## src/rtl/pipe_stage_chain_if.sv

```systemverilog
// Handshake, control and tap bundle for pipe_stage_chain.
// The master side is the surrounding pipeline; the slave side is the chain itself.
interface pipe_stage_chain_if #(
  parameter int WIDTH  = 64,
  parameter int STAGES = 4
);
  localparam int OCC_W = $clog2(STAGES + 1);

  logic                     in_valid;
  logic                     in_ready;
  logic [WIDTH-1:0]         in_data;
  logic                     out_valid;
  logic                     out_ready;
  logic [WIDTH-1:0]         out_data;
  logic [STAGES-1:0]        stall;
  logic [STAGES-1:0]        flush;
  logic [STAGES-1:0]        stage_valid;
  logic [STAGES*WIDTH-1:0]  stage_data;
  logic [OCC_W-1:0]         occupancy;

  modport master (
    output in_valid, in_data, out_ready, stall, flush,
    input  in_ready, out_valid, out_data, stage_valid, stage_data, occupancy
  );

  modport slave (
    input  in_valid, in_data, out_ready, stall, flush,
    output in_ready, out_valid, out_data, stage_valid, stage_data, occupancy
  );
endinterface

```

## src/rtl/pipe_stage_chain.sv

```systemverilog
// Parametrised chain of pipeline registers with valid/ready ends, per-stage
// stall (hold plus bubble) and per-stage flush; no skid buffering.
module pipe_stage_chain #(
  parameter int WIDTH  = 64,
  parameter int STAGES = 4
) (
  input logic               clk,
  input logic               reset,
  pipe_stage_chain_if.slave bus
);
  localparam int OCC_W = $clog2(STAGES + 1);

  logic [STAGES-1:0] r_valid;
  logic [WIDTH-1:0]  r_data [STAGES];
  logic [OCC_W-1:0]  r_occupancy;

  // w_load[STAGES] stands for the downstream consumer being ready
  logic [STAGES:0]   w_load;
  logic [STAGES-1:0] w_move;
  logic [STAGES-1:0] w_up;
  logic [STAGES-1:0] w_next_valid;
  logic [STAGES-1:0] w_data_en;
  logic [WIDTH-1:0]  w_src [STAGES];
  logic [OCC_W-1:0]  w_next_occ;

  // A stalled stage releases nothing, so its successor sees a bubble.
  always_comb begin
    w_load         = '0;
    w_move         = '0;
    w_load[STAGES] = bus.out_ready;
    for (int k = STAGES - 1; k >= 0; k--) begin
      w_move[k] = r_valid[k] & ~bus.stall[k] & w_load[k+1];
      w_load[k] = ~bus.stall[k] & (~r_valid[k] | w_move[k]);
    end
  end

  always_comb begin
    w_up         = '0;
    w_up[0]      = bus.in_valid & w_load[0];
    w_src[0]     = bus.in_data;
    for (int k = 1; k < STAGES; k++) begin
      w_up[k]  = w_move[k-1];
      w_src[k] = r_data[k-1];
    end
    w_next_valid = r_valid;
    w_data_en    = '0;
    for (int k = 0; k < STAGES; k++) begin
      if (bus.flush[k]) begin
        w_next_valid[k] = 1'b0;
      end else if (w_load[k]) begin
        w_next_valid[k] = w_up[k];
        w_data_en[k]    = w_up[k];
      end
    end
    w_next_occ = '0;
    for (int k = 0; k < STAGES; k++) begin
      w_next_occ = w_next_occ + OCC_W'(w_next_valid[k]);
    end
  end

  always_ff @(posedge clk or negedge reset) begin
    if (!reset) begin
      r_valid     <= '0;
      r_occupancy <= '0;
      for (int k = 0; k < STAGES; k++) begin
        r_data[k] <= '0;
      end
    end else begin
      r_valid     <= w_next_valid;
      r_occupancy <= w_next_occ;
      for (int k = 0; k < STAGES; k++) begin
        if (w_data_en[k]) begin
          r_data[k] <= w_src[k];
        end
      end
    end
  end

  assign bus.in_ready    = w_load[0];
  assign bus.out_valid   = r_valid[STAGES-1];
  assign bus.out_data    = r_data[STAGES-1];
  assign bus.stage_valid = r_valid;
  assign bus.occupancy   = r_occupancy;

  for (genvar g = 0; g < STAGES; g++) begin : g_tap
    assign bus.stage_data[g*WIDTH +: WIDTH] = r_data[g];
  end
endmodule

```

## src/flat_wrapper.sv

```systemverilog
// flat-port wrapper written by rule: the top's interface ports become plain ports
module pipe_stage_chain_flat 
#(
  parameter int WIDTH  = 64,
  parameter int STAGES = 4
)
  (clk, reset, bus_in_valid, bus_in_data, bus_out_ready, bus_stall, bus_flush, bus_in_ready, bus_out_valid, bus_out_data, bus_stage_valid, bus_stage_data, bus_occupancy);
  pipe_stage_chain_if #(.WIDTH(WIDTH), .STAGES(STAGES)) bus_i ();
  input logic clk;
  input logic reset;
  input wire logic [$bits(bus_i.in_valid)-1:0] bus_in_valid;
  input wire logic [$bits(bus_i.in_data)-1:0] bus_in_data;
  input wire logic [$bits(bus_i.out_ready)-1:0] bus_out_ready;
  input wire logic [$bits(bus_i.stall)-1:0] bus_stall;
  input wire logic [$bits(bus_i.flush)-1:0] bus_flush;
  output wire logic [$bits(bus_i.in_ready)-1:0] bus_in_ready;
  output wire logic [$bits(bus_i.out_valid)-1:0] bus_out_valid;
  output wire logic [$bits(bus_i.out_data)-1:0] bus_out_data;
  output wire logic [$bits(bus_i.stage_valid)-1:0] bus_stage_valid;
  output wire logic [$bits(bus_i.stage_data)-1:0] bus_stage_data;
  output wire logic [$bits(bus_i.occupancy)-1:0] bus_occupancy;
  assign bus_i.in_valid = bus_in_valid;
  assign bus_i.in_data = bus_in_data;
  assign bus_i.out_ready = bus_out_ready;
  assign bus_i.stall = bus_stall;
  assign bus_i.flush = bus_flush;
  assign bus_in_ready = bus_i.in_ready;
  assign bus_out_valid = bus_i.out_valid;
  assign bus_out_data = bus_i.out_data;
  assign bus_stage_valid = bus_i.stage_valid;
  assign bus_stage_data = bus_i.stage_data;
  assign bus_occupancy = bus_i.occupancy;
  pipe_stage_chain #(.WIDTH(WIDTH), .STAGES(STAGES)) u_core (.clk(clk), .reset(reset), .bus(bus_i));
endmodule
```

## config.mk

```make
export PLATFORM = sky130hd
export DESIGN_NAME = pipe_stage_chain_flat
export DESIGN_NICKNAME = d
export VERILOG_FILES = /design/src/rtl/pipe_stage_chain_if.sv /design/src/rtl/pipe_stage_chain.sv /design/src/flat_wrapper.sv
export SDC_FILE = /design/constraint.sdc
export NUM_CORES = 1
export LEC_CHECK = 0
export BUFFER_PORTS_ARGS = -buffer_cell sky130_fd_sc_hd__buf_2
export CORE_MARGIN = 2
export CORE_UTILIZATION = 30
export DETAILED_ROUTE_END_ITERATION = 16
export PLACE_DENSITY_LB_ADDON = 0.08
export SYNTH_ARGS = -nofsm -noshare
export SYNTH_HDL_FRONTEND = slang
export SYNTH_SLANG_ARGS = --single-unit
```

## constraint.sdc

```tcl
create_clock -name clk -period 3.8 [get_ports clk]
set_input_delay 0.19 -clock clk [delete_from_list [all_inputs] [get_ports clk]]
set_output_delay 0.19 -clock clk [all_outputs]
set_load 0.05 [all_outputs]
```

==> results.toml, run 1 <==
[critical_path]
crit_start = "u_core.bus.stage_valid[3]"
slowest_stage = "dlygate4sd3_1"
reg2reg_to = "u_core.bus.occupancy[1]"
timing.rr.start = "u_core.bus.stage_valid[3]"
path_max_fanout = 4
criticalPathCategory = "flip-flop to flip-flop"
reg2reg_setup_slack_ns = 1.0
worstPathArrival_ns = 3.24
r2r_cells = 8
worst_setup_path_start_kind = "flip-flop"
cpPeakStageDelay_ns = 0.58
crit_path_end_kind = "flip-flop"
crit_top_cell = "ha_1"
crit_chain = "nor2b_1, o31a_1, o21ai_0, dlygate4sd3_1, nand2_1, ha_1, fa_1, ha_1"
endpoint = "u_core.bus.occupancy[1]"
crit_required_ns = 4.24

[global_route]
grt_overflow = 0
grt_max_degree = 74
grtUsageTotal = 0.147
grt_pass1_vias = 6852
grt_pass1_wl_um = 41700
antenna_found_initial = 1

[run]
maxCapViolations = 0

[drt]
vias = 6584
drc = 0
drtIter0Drc = 180
first_pass_iters = 4
final_antenna_net_count = 0
routed_wl_um = 27800
wire_per_inst_um = 18.0
via_per_inst = 4.27

[finish]
utilization = 0.416
post-route-cell-area_mm2 = 0.0144
final_common_cell = "buf_2"
syn2layout_area_growth_pct = 36.6
final_cell_mix = "buf_2 (403), dfrtp_1 (263), mux2_2 (207)"
drive_gt1_frac = 0.669
fin_nets = 1143

[timing]
rsz0062_at_grt = "false"
slew_violations = 0
tightest_slew_ns = 0.674
finalSetupViolations = 0
min_period_over_period = 0.738
post-route-min-period_ns = 2.80
finalSetupTns_ns = 0
clock_skew_ns = 0.0159
relSlewSlack = 0.551
final-hold-violation-count = 0
clock.fmax_mhz = 357

[power]
comb_power_share = 0.300
seqPwrFrac = 0.380
clkPwrFrac = 0.320
switching_share = 0.379
power_density_mw_per_mm2 = 657
total_leakage_power_nw = 7.88
p_sw_mw = 3.58
p_int_mw = 5.86
peakVddDrop_uv = 340

[clock_network]
cts_buffers = 31
clockRootBuffer = "clkbuf_16"
htreeDepth = 1
cts_sinks = 263
clockBufferDepth = 3
cts_tree = "built"
post_cts_resize_count = 0
worstSkewPairLatency_ns = 0.55
post-cts-setup-buffers = 0
clk_pin_slew_worst_paths_ns = 0.06

[placed_design]
io_buffers = 404
placed_area_mm2 = 0.0126
hpwl_um = 18800
place.gp.congestion = 0.759

[synth]
synth-seq-cells = 263
mappedNetlistNets = 718
yosysWarningCount = 0
syn_area_per_cell_um2 = 16.5
syn-cell-area_mm2 = 0.0105
yosysUniqueCellTypes = 27
netlist_instances = 639
ys_seq_area_frac = 0.626

[floorplanning]
die_area_mm2 = 0.0366
pin_count = 405
die_y_um = 191
core-area_mm2 = 0.0345
rows = 68
floorplan.initialDensity = 0.305
dieWidth_um = 191

[min_path]
worstHoldPathType = "primary input to flip-flop"

[run_status]
status = "finished clean"
[registers in the layout, indices dropped and copies added, names as in the netlist]
register,cells
u_core.bus.occupancy,3
u_core.bus.out_data,64
u_core.bus.stage_data,192
u_core.bus.stage_valid,4
[critical path: cells and delay by family, from the launching register on]
kind | cells | cell delay (ns)
buffers and inverters | 1 | 0.58
AND/OR/NAND/NOR | 2 | 0.23
adder cells (fa/ha/maj) | 3 | 1.00
flip-flops | 1 | 0.40
AO/OA/AOI/OAI | 2 | 0.48
[metrics by stage]
step	hold WS (ns)	power (mW)	setup slack, ns	instances
after global placement	0.227	6.45	1.17	1415
final	0.0412	9.44	0.996	1543
after detailed placement	0.223	6.46	1.13	1415
after global routing	0.0429	9.86	0.909	1543
after CTS	0.00771	9.62	1.05	1542
after floorplan	-0.106	5.62	1.09	639
[synth_stat cells (all sizes together)]
cell / count / area, um2
nor2b: 3 / 18.8
o31a: 1 / 8.76
or2: 1 / 6.26
nor4: 1 / 6.26
inv: 1 / 3.75
nand2b: 1 / 6.26
a21oi: 1 / 5.00
or3: 1 / 6.26
mux2: 256 / 3070
clkbuf: 1 / 3.75
a31o: 1 / 8.76
mux2i: 1 / 10.0
or4b: 2 / 23.8
o21ai: 5 / 25.0
a21o: 1 / 7.51
ha: 2 / 25.0
nand2: 2 / 7.51
dfrtp: 263 / 6580
fa: 1 / 20.0
buf: 91 / 656
nor3b: 2 / 15.0
o21a: 1 / 7.51
[metal layers]
metal	vias to the layer above	global-route usage	wire, um
met4	0	0.0340	508
li1	3022	-	-
met1	3308	0.184	11600
met3	34	0.0397	1900
met5	-	0	0
met2	220	0.253	13900
[cell type report]
class	count	area (um2)
clock buffers	43	911
clock inverters	13	144
fillers	3337	20200
inverters	1	3.75
well taps	455	569
flip-flops and latches	263	6580
diodes	1	2.50
repair buffers	484	2860
multi-input cells	283	3300
[logic make-up after synthesis]
group / share of synthesized area
AND/OR/NAND/NOR: 0.00857
adder cells (fa/ha/maj): 0.00428
AO/OA/AOI/OAI: 0.00595
flip-flops: 0.626
buffers and inverters: 0.0630
multiplexers: 0.292
[power groups by stage]
| stage | combinational (mW) | clock [mW] | sequential, mW |
|---|---|---|---|
| after global routing | 2.95 | 3.24 | 3.66 |
| after detailed placement | 2.81 | 0 | 3.65 |
| after floorplan | 0.465 | 0 | 5.15 |
| after global placement | 2.81 | 0 | 3.64 |
| after CTS | 2.87 | 3.14 | 3.60 |
| final | 2.83 | 3.02 | 3.59 |
[worst min path at each step]
stage                             start                         to  slack [ns]  cells past startpoint
after floorplan                   reset    u_core.bus.occupancy[0]       -0.11                      0
after global placement            reset    u_core.bus.out_data[31]        0.23                      1
after detailed placement          reset    u_core.bus.out_data[31]        0.22                      1
after CTS                 bus_out_ready  u_core.bus.stage_valid[3]       0.008                      3
after global routing      bus_out_ready  u_core.bus.stage_valid[3]        0.04                      3
final                     bus_out_ready  u_core.bus.stage_valid[3]        0.04                      3
[timing repair]
item	in CTS	in global routing
endpoints found under the setup margin	0	0
hold buffers	71	0
endpoints found under the hold margin	136	0
(Power assumes the default switching activity.)
==> run 2, diff against run 1 <==
clock period = 2.6 ns   (was 3.8 ns; I/O delays follow)
==> run 2 against run 1 <==
Against the previous run:
- critical path depth is 1 lower
- clock power is 41% higher
- power is 45% higher
- die area stayed put
- sequential cell count stayed put
- core utilization hardly changed
- register-to-register slack worse by 0.66 ns
- combinational power is 46% higher
- clock skew is 0.0095 ns lower
- via count is 1.6% higher
- highest routed layer unchanged
==> results.toml, run 2 (same netlist as run 1, synthesis figures left out) <==
[run_status]
status = "finished clean"

[floorplanning]
dieWidth_um = 191
floorplan.initialDensity = 0.305
die_area_mm2 = 0.0366
core-area_mm2 = 0.0345
pin_count = 405
die_y_um = 191
rows = 68

[clock_network]
worstSkewPairLatency_ns = 0.55
post_cts_resize_count = 0
htreeDepth = 1
cts_sinks = 263
cts_tree = "built"
clockRootBuffer = "clkbuf_16"
clockBufferDepth = 3
cts_buffers = 30
clk_pin_slew_worst_paths_ns = 0.06

[drt]
drtIter0Drc = 155
wire_per_inst_um = 18.0
routed_wl_um = 27800
vias = 6688
first_pass_iters = 4
drc = 0
wl_met3_um = 1710
highest_layer = "met4"
wl_met2_um = 13400
via_per_inst = 4.33
m1WireLength_um = 12000
final_antenna_net_count = 0

[min_path]
worstHoldStart = "bus_stall[1]"
worstHoldPathType = "primary input to flip-flop"
hold-path-endpoint = "u_core.bus.stage_valid[2]"
whs_path_depth = 3

[timing]
min_period_over_period = 0.871
post-route-min-period_ns = 2.27
finalSetupViolations = 0
finalSetupTns_ns = 0
slew_violations = 0
relSlewSlack = 0.545
setup_slack_ns = 0.335
clock_skew_ns = 0.00636
tightest_slew_ns = 0.683
clock.fmax_mhz = 442
rsz0062_at_grt = "false"
final-hold-violation-count = 0

[finish]
syn2layout_area_growth_pct = 36.7
fin_nets = 1145
instances_no_fill = 1544
drive_gt1_frac = 0.669
final_common_cell = "buf_2"
filler_cell_count = 3290
num_antenna_cells = 0
final_cell_mix = "buf_2 (403), dfrtp_1 (260), mux2_2 (207)"
post-route-cell-area_mm2 = 0.0144
largest_reg_flops = 192

[critical_path]
timing.rr.start = "u_core.bus.stage_valid[3]"
crit_top_cell = "ha_1"
path_buf_inv = 0
path_max_fanout = 4
criticalPathCategory = "flip-flop to flip-flop"
cpPeakStageDelay_ns = 0.41
crit_start = "u_core.bus.stage_valid[3]"
crit_chain = "nor2b_1, o31a_1, o21ai_0, a21oi_1, ha_1, fa_1, ha_1"
worstPathArrival_ns = 2.69
crit_path_end_kind = "flip-flop"
reg2reg_to = "u_core.bus.occupancy[1]"
reg2reg_setup_slack_ns = 0.33
r2r_cells = 7
worst_setup_path_start_kind = "flip-flop"
crit_required_ns = 3.03
crit_family = "adder cells"
slowest_stage = "dfrtp_2"

[power]
total_leakage_power_nw = 7.87
peakVddDrop_uv = 742
power.total_mw = 13.7
power_density_mw_per_mm2 = 949

[placed_design]
pre_cts_ws_ns = 0.364
io_buffers = 404
hpwl_um = 18900
placed_area_mm2 = 0.0127
place.gp.congestion = 0.716
dp.cells = 1417

[global_route]
grt_pass1_vias = 6863
grtUsageTotal = 0.146
antenna_found_initial = 0
grt_overflow = 0
grt_max_degree = 76
grt_pass1_wl_um = 41400

[run]
maxCapViolations = 0
## run 2: changes by cell type in the layout (fill, tap and decap cells not counted), sizes merged
cell / before / now
buf: 413 / 415
inv: 2 / 1
clkinvlp: 0 / 1
clkinv: 9 / 10
clkbuf: 43 / 41
diode: 1 / 0
dlygate4sd3: 71 / 72
## run 2: what timing repair did
item / CTS / global route
setup buffers: 0 / 0
hold buffers: 72 / 0
endpoints found under the hold margin: 130 / 0
## run 2: layout make-up
type,instances,area [um2],share of cell area
Clock buffer,41,853,0.0593
Clock inverter,14,148,0.0103
Inverter,1,3.75,0.000261
Multi-Input combinational cell,283,3300,0.229
Sequential cell,263,6590,0.458
Tap cell,455,569,0.0396
Timing Repair Buffer,487,2920,0.203
## run 2: worst max-delay path by stage
stage / to / slack [ns] / cells past startpoint
6_report: u_core.bus.occupancy[1] / 0.33 / 7
5_1_grt: bus_in_ready / 0.19 / 5
4_1_cts: bus_in_ready / 0.32 / 5
3_5_place_dp: u_core.bus.occupancy[1] / 0.36 / 7
3_3_place_gp: u_core.bus.stage_data[161] / 0.38 / 5
2_1_floorplan: u_core.bus.occupancy[1] / 0.03 / 9
## run 2: layer usage
metal | vias to the layer above | GRT usage
li1 | 3039 | -
met1 | 3363 | 0.189
met2 | 246 | 0.247
met3 | 40 | 0.0318
met4 | 0 | 0.0393
met5 | - | 0
## run 2: where the power goes
group	internal [mW]	total (mW)	leakage, nW	switching (mW)
clock network	2.58	4.26	0.500	1.68
logic	1.10	4.13	3.94	3.03
registers	4.75	5.26	3.44	0.507
## run 2: per-stage QoR
stage	utilization	hold WS, ns
after global placement	0.366	0.147
after detailed placement	0.366	0.144
after CTS	0.416	0.0948
final	0.416	0.116
after floorplan	-	-0.166
after global routing	0.416	0.156
## run 2: worst min-delay path: cells and delay by family
kind	cells	cell delay, ns
AOI/OAI and AO/OA	1	0.16
buffers and inverters	1	0.14
and+or+nand+nor	1	0.14
==> run 3, diff against run 2 <==
CELL_PAD_IN_SITES_DETAIL_PLACEMENT = 1   (was default)
CELL_PAD_IN_SITES_GLOBAL_PLACEMENT = 1   (was default)
==> run 3 against run 2 <==
Against the previous run:
- final cell count about the same
- sequential power barely moved
- non-clock buffer count grew 1
- via count grew 0.76%
- fmax shrank 1.6%
- combinational power about the same
- hold slack improved by 0.020 ns
- global-route usage up 0.83 points
- register-to-register slack worse by 0.04 ns
- core utilization grew 0.18 points
- first-iteration DRC count up 5.2%
- critical path type unchanged
- highest routed layer unchanged
==> results.toml, run 3 (same netlist as run 1, synthesis figures left out) <==
[run_status]
status = "finished clean"

[critical_path]
crit_chain = "nor2b_1, o31a_1, o21ai_0, a21oi_1, ha_1, fa_1, ha_1"
r2r_cells = 7
path_max_fanout = 4
crit_top_cell = "ha_1"
cpPeakStageDelay_ns = 0.42
path_buf_inv = 0
criticalPathCategory = "flip-flop to flip-flop"
crit_family = "adder cells"
reg2reg_setup_slack_ns = 0.30
timing.rr.start = "u_core.bus.stage_valid[3]"
worst_setup_path_start_kind = "flip-flop"
reg2reg_to = "u_core.bus.occupancy[1]"
crit_path_end_kind = "flip-flop"
crit_required_ns = 3.03
slowest_stage = "dfrtp_2"
worstPathArrival_ns = 2.73

[finish]
num_antenna_cells = 0
filler_cell_count = 3640
largest_reg_flops = 192
syn2layout_area_growth_pct = 37.3
drive_gt1_frac = 0.667
final_common_cell = "buf_2"
final_cell_mix = "buf_2 (403), dfrtp_1 (260), mux2_2 (207)"
fin_nets = 1146

[clock_network]
cts_tree = "built"
clockBufferDepth = 3
cts_hold_buf = 72
htreeDepth = 1
post_cts_resize_count = 0
clk_pin_slew_worst_paths_ns = 0.06
cts_sinks = 263
post-cts-setup-buffers = 0
clockRootBuffer = "clkbuf_16"
worstSkewPairLatency_ns = 0.55
cts_buffers = 30

[floorplanning]
core-area_mm2 = 0.0345
die_area_mm2 = 0.0366
pin_count = 405
die_y_um = 191
floorplan.initialDensity = 0.305
rows = 68
dieWidth_um = 191

[global_route]
antenna_found_initial = 0
grtUsageTotal = 0.154
grt_pass1_wl_um = 43600
grt_max_degree = 69
grt_overflow = 0
grt_pass1_vias = 7167

[timing]
rsz0062_at_grt = "false"
min_period_over_period = 0.885
finalSetupViolations = 0
slew_violations = 0
tightest_slew_ns = 0.568
post-route-min-period_ns = 2.30
finalSetupTns_ns = 0
clock.fmax_mhz = 435
relSlewSlack = 0.621
final-hold-violation-count = 0
clock_skew_ns = 0.0169

[drt]
first_pass_iters = 3
via_per_inst = 4.36
wire_per_inst_um = 18.8
final_antenna_net_count = 0
drtIter0Drc = 163
drc = 0
routed_wl_um = 29100
vias = 6739

[placed_design]
place.gp.congestion = 0.727
io_buffers = 404
hpwl_um = 19900

[power]
total_leakage_power_nw = 7.90
power_density_mw_per_mm2 = 950
power.total_mw = 13.7
peakVddDrop_uv = 467

[min_path]
worstHoldPathType = "primary input to asynchronous set/reset pin"

[run]
maxCapViolations = 0
run 3: changes by cell type in the layout (fill, tap and decap cells not counted), sizes merged:
| cell | previous run | this run |
|---|---|---|
| buf | 415 | 416 |
| bufinv | 3 | 2 |
| clkbuf | 41 | 50 |
| clkinv | 10 | 3 |
| clkinvlp | 1 | 0 |
run 3: final cells by class:
cell class	count	area (um2)	area share
clock buffer	50	957	0.0663
multi-input combinational	283	3300	0.228
inverter	1	3.75	0.000260
sequential	263	6590	0.456
clock inverter	5	75.1	0.00520
tap	455	569	0.0394
timing repair buffer	488	2960	0.205
run 3: metrics by stage:
step                hold slack, ns  instance area [um2]  setup WS [ns]  std cells  utilization
floorplan                   -0.166                10500         0.0314        639            -
global placement             0.150                12700          0.377       1418        0.367
detailed placement           0.146                12700          0.312       1418        0.367
global route                 0.149                14400          0.156       1545        0.418
finish                       0.136                14400          0.299       1545        0.418
CTS                          0.111                14400          0.309       1545        0.418
run 3: how the worst max path moves through the flow:
stage	startpoint	to	slack, ns	cells past startpoint
floorplan	u_core.bus.stage_valid[3]	u_core.bus.occupancy[1]	0.03	9
global placement	u_core.bus.stage_valid[3]	u_core.bus.occupancy[1]	0.38	7
detailed placement	u_core.bus.stage_valid[3]	u_core.bus.occupancy[1]	0.31	7
CTS	u_core.bus.stage_valid[3]	u_core.bus.occupancy[1]	0.31	7
global route	u_core.bus.stage_valid[3]	u_core.bus.occupancy[1]	0.16	7
finish	u_core.bus.stage_valid[3]	u_core.bus.occupancy[1]	0.30	7
run 3: report_power, final:
part           total (mW)  switching, mW  internal (mW)
combinational        4.16           3.06           1.10
clock                4.31           1.64           2.68
sequential           5.25          0.497           4.75
total                13.7           5.19           8.53
run 3: layer usage:
layer | share of wire | GRT usage
met5 | 0 | 0
met4 | 0.021 | 0.0382
met3 | 0.072 | 0.0413
met2 | 0.49 | 0.262
met1 | 0.42 | 0.196
